$ cat config.mk
export PLATFORM = sky130hd
export DESIGN_NAME = shift_add_multiplier
export DESIGN_NICKNAME = d
export VERILOG_FILES = /design/src/rtl/shift_add_multiplier_pkg.sv /design/src/rtl/shift_add_multiplier_adder.sv /design/src/rtl/shift_add_multiplier.sv
export SDC_FILE = /design/constraint.sdc
export NUM_CORES = 1
export LEC_CHECK = 0
export BUFFER_PORTS_ARGS = -buffer_cell sky130_fd_sc_hd__buf_2
export CAP_MARGIN = 30
export CORE_MARGIN = 1.5
export CORE_UTILIZATION = 50
export DETAILED_ROUTE_END_ITERATION = 8
export PLACE_DENSITY = 0.73
export SYNTH_ARGS = -nofsm -noshare
export SYNTH_HDL_FRONTEND = slang
export SYNTH_SLANG_ARGS = --single-unit
$ cat constraint.sdc
create_clock -name clk -period 2.4 [get_ports clk]
set_input_delay 0.24 -clock clk [delete_from_list [all_inputs] [get_ports clk]]
set_output_delay 0.24 -clock clk [all_outputs]
set_load 0.02 [all_outputs]
$ cat src/rtl/shift_add_multiplier_pkg.sv
// Shared definitions for the shift-and-add multiplier: FSM encoding and
// the helper that sizes the step counter.
package shift_add_multiplier_pkg;

   typedef enum logic [1:0] {
      IDLE = 2'b00,
      CALC = 2'b01,
      DONE = 2'b10
   } state_e;

   localparam int DEF_WIDTH = 4;

   // Keeps the counter at least one bit wide for degenerate WIDTH=1 builds.
   function automatic int count_width(input int width);
      return (width > 1) ? $clog2(width) : 1;
   endfunction

   localparam int CW = count_width(DEF_WIDTH);

endpackage

$ cat src/rtl/shift_add_multiplier_adder.sv
// WIDTH-bit ripple-carry adder: a chain of full-adder cells, carry-to-carry.
module ripple_adder_w #(
   parameter int WIDTH = 4
) (
   input  logic [WIDTH-1:0] a,
   input  logic [WIDTH-1:0] b,
   input  logic             ci,
   output logic [WIDTH-1:0] s,
   output logic             co
);

   logic [WIDTH:0] c;

   assign c[0] = ci;

   for (genvar i = 0; i < WIDTH; i++) begin : g_fa
      logic p;
      assign p        = a[i] ^ b[i];
      assign s[i]     = p ^ c[i];
      assign c[i+1]   = (a[i] & b[i]) | (p & c[i]);
   end

   assign co = c[WIDTH];

endmodule

$ cat src/rtl/shift_add_multiplier.sv
// Multi-cycle unsigned multiplier: one add-and-shift step per cycle through a
// single WIDTH-bit ripple adder, with a start/ready/done handshake.
module shift_add_multiplier
   import shift_add_multiplier_pkg::*;
#(
   parameter int WIDTH = DEF_WIDTH
) (
   input  logic                 clk,
   input  logic                 reset_n,
   input  logic                 start,
   input  logic [WIDTH-1:0]     a,
   input  logic [WIDTH-1:0]     b,
   output logic                 ready,
   output logic                 done,
   output logic [2*WIDTH-1:0]   product
);

   localparam int CNT_W = count_width(WIDTH);
   localparam logic [CNT_W-1:0] LAST_CNT = CNT_W'(WIDTH - 1);

   state_e              state_q,   state_d;
   logic [WIDTH-1:0]    mcand_q,   mcand_d;
   logic [WIDTH-1:0]    acc_hi_q,  acc_hi_d;
   logic [WIDTH-1:0]    acc_lo_q,  acc_lo_d;
   logic                carry_q,   carry_d;
   logic [CNT_W-1:0]    count_q,   count_d;
   logic [2*WIDTH-1:0]  product_q, product_d;

   logic [WIDTH-1:0]    addend;
   logic [WIDTH-1:0]    sum;
   logic                sum_co;

   assign addend = acc_lo_q[0] ? mcand_q : '0;

   // carry_q is cleared on load and by every shift, so the adder always sees ci=0.
   ripple_adder_w #(
      .WIDTH (WIDTH)
   ) u_adder (
      .a  (acc_hi_q),
      .b  (addend),
      .ci (carry_q),
      .s  (sum),
      .co (sum_co)
   );

   // NOTE: every variable gets its hold value first, so no path through this block can infer a latch.
   always_comb begin
      state_d   = state_q;
      mcand_d   = mcand_q;
      acc_hi_d  = acc_hi_q;
      acc_lo_d  = acc_lo_q;
      carry_d   = carry_q;
      count_d   = count_q;
      product_d = product_q;

      unique case (state_q)
         IDLE: begin
            if (start) begin
               state_d  = CALC;
               mcand_d  = a;
               acc_hi_d = '0;
               acc_lo_d = b;
               carry_d  = 1'b0;
               count_d  = '0;
            end
         end
         CALC: begin
            // {carry, acc_hi, acc_lo} <= {0, co, sum, acc_lo} >> 1
            carry_d  = 1'b0;
            acc_hi_d = {sum_co, sum[WIDTH-1:1]};
            acc_lo_d = {sum[0], acc_lo_q[WIDTH-1:1]};
            count_d  = count_q + 1'b1;
            if (count_q == LAST_CNT) begin
               state_d   = DONE;
               product_d = {acc_hi_d, acc_lo_d};
            end
         end
         DONE:    state_d = IDLE;
         default: state_d = IDLE;
      endcase
   end

   // NOTE: sequential state uses non-blocking assignments so all flops update together at the edge.
   always_ff @(posedge clk or negedge reset_n) begin
      if (!reset_n) begin
         state_q   <= IDLE;
         mcand_q   <= '0;
         acc_hi_q  <= '0;
         acc_lo_q  <= '0;
         carry_q   <= 1'b0;
         count_q   <= '0;
         product_q <= '0;
      end else begin
         state_q   <= state_d;
         mcand_q   <= mcand_d;
         acc_hi_q  <= acc_hi_d;
         acc_lo_q  <= acc_lo_d;
         carry_q   <= carry_d;
         count_q   <= count_d;
         product_q <= product_d;
      end
   end

   assign ready   = (state_q == IDLE);
   assign done    = (state_q == DONE);
   assign product = product_q;

endmodule
; ---- After elaboration in Yosys (flattened, before gate mapping)
; Cells that the tools add are included.
[word_totals]
reg_bits = 25
inputBits = 11
elab_cells = 51
[op_classes]
n_addsub = 1
eq_ne = 5
muxes = 12
bitwise_logic = 20
n_reduce_logical = 6
[op_table]
columns = op, count
row1 = 4-bit one-hot mux with 2 select lines, 2
row2 = 4-bit 2-to-1 mux, 3
row3 = 1-bit bitwise AND, 8
row4 = 2-bit one-hot mux with 2 select lines, 2
row5 = 2-bit AND reduction, 4
row6 = 1-bit bitwise XOR, 8
row7 = 2-bit 2-to-1 mux, 3
row8 = "2-bit == test, second input constant", 2
row9 = "2-bit != test, second input constant", 2
row10 = 1-bit bitwise OR, 4
row11 = "2-bit by 1-bit adder with 2-bit output, second input constant", 1
row12 = "2-bit by 1-bit == test with 1-bit output, second input constant", 1
row13 = 2-bit logical NOT, 1
row14 = 1-bit one-hot mux with 2 select lines, 1
row15 = 2-bit nonzero test, 1
row16 = 1-bit 2-to-1 mux, 1

; ---- Depth between registers and ports, before layout
[depth]
depth_word = 11
depth_mapped = 9

; ---- Modules after synthesis
; Synthesis repeated with hierarchy kept, for this count alone.
[unflattened]
cells_unflattened = 90
area_unflattened_um2 = 1104.8
[by_module_without_submodules]
columns = mod, n_inst, cells_each, area_per_inst_um2, seq_area_each_um2
row1 = shift_add_multiplier, 1, 76, 987.2, 600.6
row2 = ripple_adder_w, 1, 14, 117.6, 0.0

; ---- Least setup slack after synthesis
; Ideal clock, no wire load.
[synth_timing]
kind = reg-to-reg
startpoint = reg acc_lo_q[0]
endpoint = reg product_q[6], in the netlist product[6]
setup_time_ps = 79
t_arrival_ps = 1868
required_time_ps = 2321
path_slack_ps = 452
stages_incl_launch_ff = 10
path_buffers = 0
period_less_slack_ps = 1948
cell_sequence = dfrtp_1 > and2_1 > ha_1 > inv_1 > fa_1 > inv_1 > fa_1 > inv_1 > fa_1 > mux2i_1
[synth_between]
elab_chain_len = 9
[synth_lines]
columns = element, line_no
row1 = from (decl), shift_add_multiplier.sv:24  ; logic [WIDTH-1:0] acc_lo_q, acc_lo_d;
row2 = from (signal assigned), shift_add_multiplier.sv:97  ; acc_lo_q <= acc_lo_d;
row3 = 4-bit 2-to-1 mux (*), shift_add_multiplier.sv:33  ; assign addend = acc_lo_q[0] ? mcand_q : '0;
row4 = 1-bit bitwise XOR, shift_add_multiplier_adder.sv:18  ; assign p = a[i] ^ b[i];
row5 = 1-bit bitwise AND, shift_add_multiplier_adder.sv:20  ; assign c[i+1] = (a[i] & b[i]) | (p & c[i]);
row6 = 1-bit bitwise OR, shift_add_multiplier_adder.sv:20
row7 = 1-bit bitwise AND, shift_add_multiplier_adder.sv:20
row8 = 1-bit bitwise OR, shift_add_multiplier_adder.sv:20
row9 = 1-bit bitwise AND, shift_add_multiplier_adder.sv:20
row10 = 1-bit bitwise OR, shift_add_multiplier_adder.sv:20
row11 = 1-bit bitwise XOR (*), shift_add_multiplier_adder.sv:19  ; assign s[i] = p ^ c[i];
row12 = to (signal assigned), shift_add_multiplier.sv:100  ; product_q <= product_d;
row13 = to (decl), shift_add_multiplier.sv:27  ; logic [2*WIDTH-1:0] product_q, product_d;
; Every way passes the cells marked *; elsewhere a longest branch is shown, timed or not.
; A chain may end at the register's enable or synchronous reset.

; ---- Worst setup path in the final report
; Same ends and word-level chain as after synthesis.

==> results.md <==
- Outcome: finished, final reports clean
- Yosys Warn Count: 0
- H-tree depth: 1
- Clk Latency, worst-skew pair: 0.31 ns
- Avg Synthesized Cell Area: 13.69 um2
- Initial Utilization: 0.5248
- Fin crit period: 2.043 ns
- DIE AREA: 2596 um2
- Initial DRT Pass Iterations: 4
- CTS buffer count: 3
- 1st-iter DRT viols: 10
- Worst R2R Setup Slack: 0.36 ns
- Dpl hpwl: 1.342 mm
- Critical Path RT: 2.64 ns
- Commonest non-fill, non-tap cells in the layout: 24 x dfrtp_1, 20 x buf_2, 10 x inv_1, 5 x mux2_4
- Core area: 2191 um2
- Worst hold path startpoint: a[1]
- Sw power: 658.2 uW
- Nets@finish: 124
- Sequential power share: 0.433
- Buffers added on ports: 20
- Combinational share of power: 0.469
- Number of global-route vias before repair: 697
- Synthesis-to-layout area growth: 12.84%
- Critical Path Source Type: flip-flop
- FF-to-FF path depth: 9
- Worst vdd ir: 0.0007171 V
- Netlist Area Pre-Place: 1150 um2
- Setup Crit Path Kind: reg2reg
- RR Endpoint: product[6]$_DFFE_PN0P_
- Drt total wl: 1.852 mm
- Final period utilization: 0.8513
- Final Hold Vio Count: 0
- Placer Congestion: 0.7676
- Slew Limit Fails: 0
- Crit path arrival time: 2.28 ns
- Commonest non-fill, non-tap cell in the layout: dfrtp_1
- Multi-input gate area in the final layout: 484.2 um2
- Synth top area share: 0.5223
- Final ANT Viol Nets: 0
- Skew final: 0.003015 ns
- Synth cell types: 28
- Fill cells: 178
- Unrepaired setup endpoints after global routing: false
- WHS Path Cells: 2
- Largest net degree at the start of global routing: 25
- Die Height: 50.96 um
- Residual DRC: 0
- GRT Util Overall: 0.1638
- CTS Sinks: 24
- Ports: 21
- Synth Register Bits: 24
- CTS root buf: clkbuf_4
- Sequential element share of the synthesized area: 0.5223
- Die width: 50.96 um
- Rel. slew slack: 0.6539
- Power Internal: 1.073 mW
- CTS tree: built
- Bufs on Longest Clock Path: 2
- CP endpoint kind: flip-flop
- Fmax: 0.4894 GHz
- Max FO, Critical Path: 5
- # diodes: 0
- Worst Hold Endpoint: mcand_q[1]$_DFFE_PN0P_
- Least-Margin Pin Slew: 0.5192 ns
- Net Count, Synth: 100
- Synth Instances: 84
- Synth top area cells: dfrtp_1 52%, mux2_4 6.5%, fa_1 5.2%, mux2_2 3.9%, mux2i_1 3.5%
- CTS resizes: 0
- MaxCap Viol Count: 0
- Leak pwr: 0.6419 nW
- Initial antenna violation count: 0
- Total Neg Setup Slack: 0 ns
- Layout cells sized above 1: 0.3774
- Clock Power Share: 0.099
- Switching Share: 0.3802
- Final setup vio count: 0
- Sequential cell area: 600.6 um2
- Hold slack final: 0.1575 ns
- Global-route wire length before repair: 3.084 mm
- DR vias: 697
- Cell taking the most area after synthesis: dfrtp_1
- Total power density per cell area: 1334 nW/um2
- Hold WC Path Type: in2reg
- Clock Pin Slew Worst Setup and Hold Paths: 0.12 ns
- Crit Reg-Reg Startpoint: acc_lo_q[0]$_DFFE_PN0P_
- Congestion Overflow GR: 0
- Rows: 17
- Avg WL per Cell: 13.82 um
- Vias per inst: 5.201
==> per-stage QoR <==
step	setup WS, ns	utilization	cells	cell area [um2]	total power [mW]
after floorplan	0.4523	-	84	1150	1.381
after global placement	0.4210	0.5774	130	1265	1.550
after detailed placement	0.3591	0.5774	130	1265	1.586
after CTS	0.3434	0.5922	134	1297	1.754
after global routing	0.2083	0.5922	134	1297	1.872
final	0.3569	0.5922	134	1297	1.731
==> cells by family after synthesis <==
| group | count (synthesis) | synth area share |
|---|---|---|
| AND/OR/NAND/NOR | 17 | 0.1132 |
| flip-flops | 24 | 0.5223 |
| buffers and inverters | 13 | 0.05658 |
| AO/OA/AOI/OAI | 12 | 0.09467 |
| adder cells (fa/ha/maj) | 5 | 0.07399 |
| multiplexers | 13 | 0.1393 |
==> area by class of cell <==
type,instances,area share
Clock buffer,3,0.01736
Multi-Input combinational cell,47,0.3732
Timing Repair Buffer,22,0.09065
Tap cell,28,0.02700
Inverter,10,0.02893
Sequential cell,24,0.4629
==> synth_stat cells <==
master / n
nand2b_1: 2
and2_1: 2
mux2_4: 5
a22o_1: 2
nand2b_2: 1
dfrtp_1: 24
buf_2: 1
nor3b_1: 1
or4b_1: 3
nor2_1: 1
o21bai_2: 1
ha_1: 2
o221a_2: 3
nand2_1: 2
o22ai_1: 1
a21oi_1: 1
buf_6: 2
mux2_2: 4
inv_1: 10
a211oi_1: 1
mux2i_1: 4
o21ba_2: 1
nor2b_1: 2
nor3b_4: 1
o2bb2ai_1: 2
nor4b_1: 1
fa_1: 3
nand3b_1: 1
==> sequential cells by signal (all words and copies together), names as in the netlist <==
signal and count:
product 8, acc_hi_q 4, mcand_q 4, acc_lo_q 4, count_q 2, state_q 2
==> what timing repair did <==
item	4_1_cts	5_1_grt
hold endpoints to repair	24	0
hold buffers	1	0
buffers inserted	0	0
==> power groups by stage <==
stage | sequential (mW) | combinational, mW | clock [mW]
after floorplan | 0.779 | 0.602 | 0
after global placement | 0.750 | 0.800 | 0
after detailed placement | 0.761 | 0.825 | 0
after CTS | 0.751 | 0.826 | 0.177
after global routing | 0.780 | 0.904 | 0.189
final | 0.749 | 0.811 | 0.171
==> worst max-delay path: stages, from the launching register on <==
cell and delay [ns]:
dfrtp_1 0.43, and2_1 0.15, ha_1 0.17, inv_1 0.06
fa_1 0.15, inv_1 0.05, fa_1 0.35, inv_1 0.07
fa_1 0.42, mux2i_1 0.13
==> metal layers <==
metal	track usage	vias up	share of wire
li1	-	339	-
met4	0.09459	0	0.018
met3	0.02632	4	0.031
met5	0	-	0
met2	0.2489	14	0.46
met1	0.2222	340	0.49
==> worst max path at each step <==
| stage | start | end | slack, ns | cells after the start |
|---|---|---|---|---|
| 2_1_floorplan | acc_lo_q[0]$_DFFE_PN0P_ | product[6]$_DFFE_PN0P_ | 0.45 | 9 |
| 3_3_place_gp | acc_lo_q[0]$_DFFE_PN0P_ | product[6]$_DFFE_PN0P_ | 0.42 | 9 |
| 3_5_place_dp | acc_lo_q[0]$_DFFE_PN0P_ | acc_hi_q[2]$_DFFE_PN0P_ | 0.36 | 9 |
| 4_1_cts | acc_lo_q[0]$_DFFE_PN0P_ | product[6]$_DFFE_PN0P_ | 0.34 | 9 |
| 5_1_grt | acc_lo_q[0]$_DFFE_PN0P_ | product[6]$_DFFE_PN0P_ | 0.21 | 9 |
| 6_report | acc_lo_q[0]$_DFFE_PN0P_ | product[6]$_DFFE_PN0P_ | 0.36 | 9 |
Note: power is estimated with default switching activity, not from simulation.
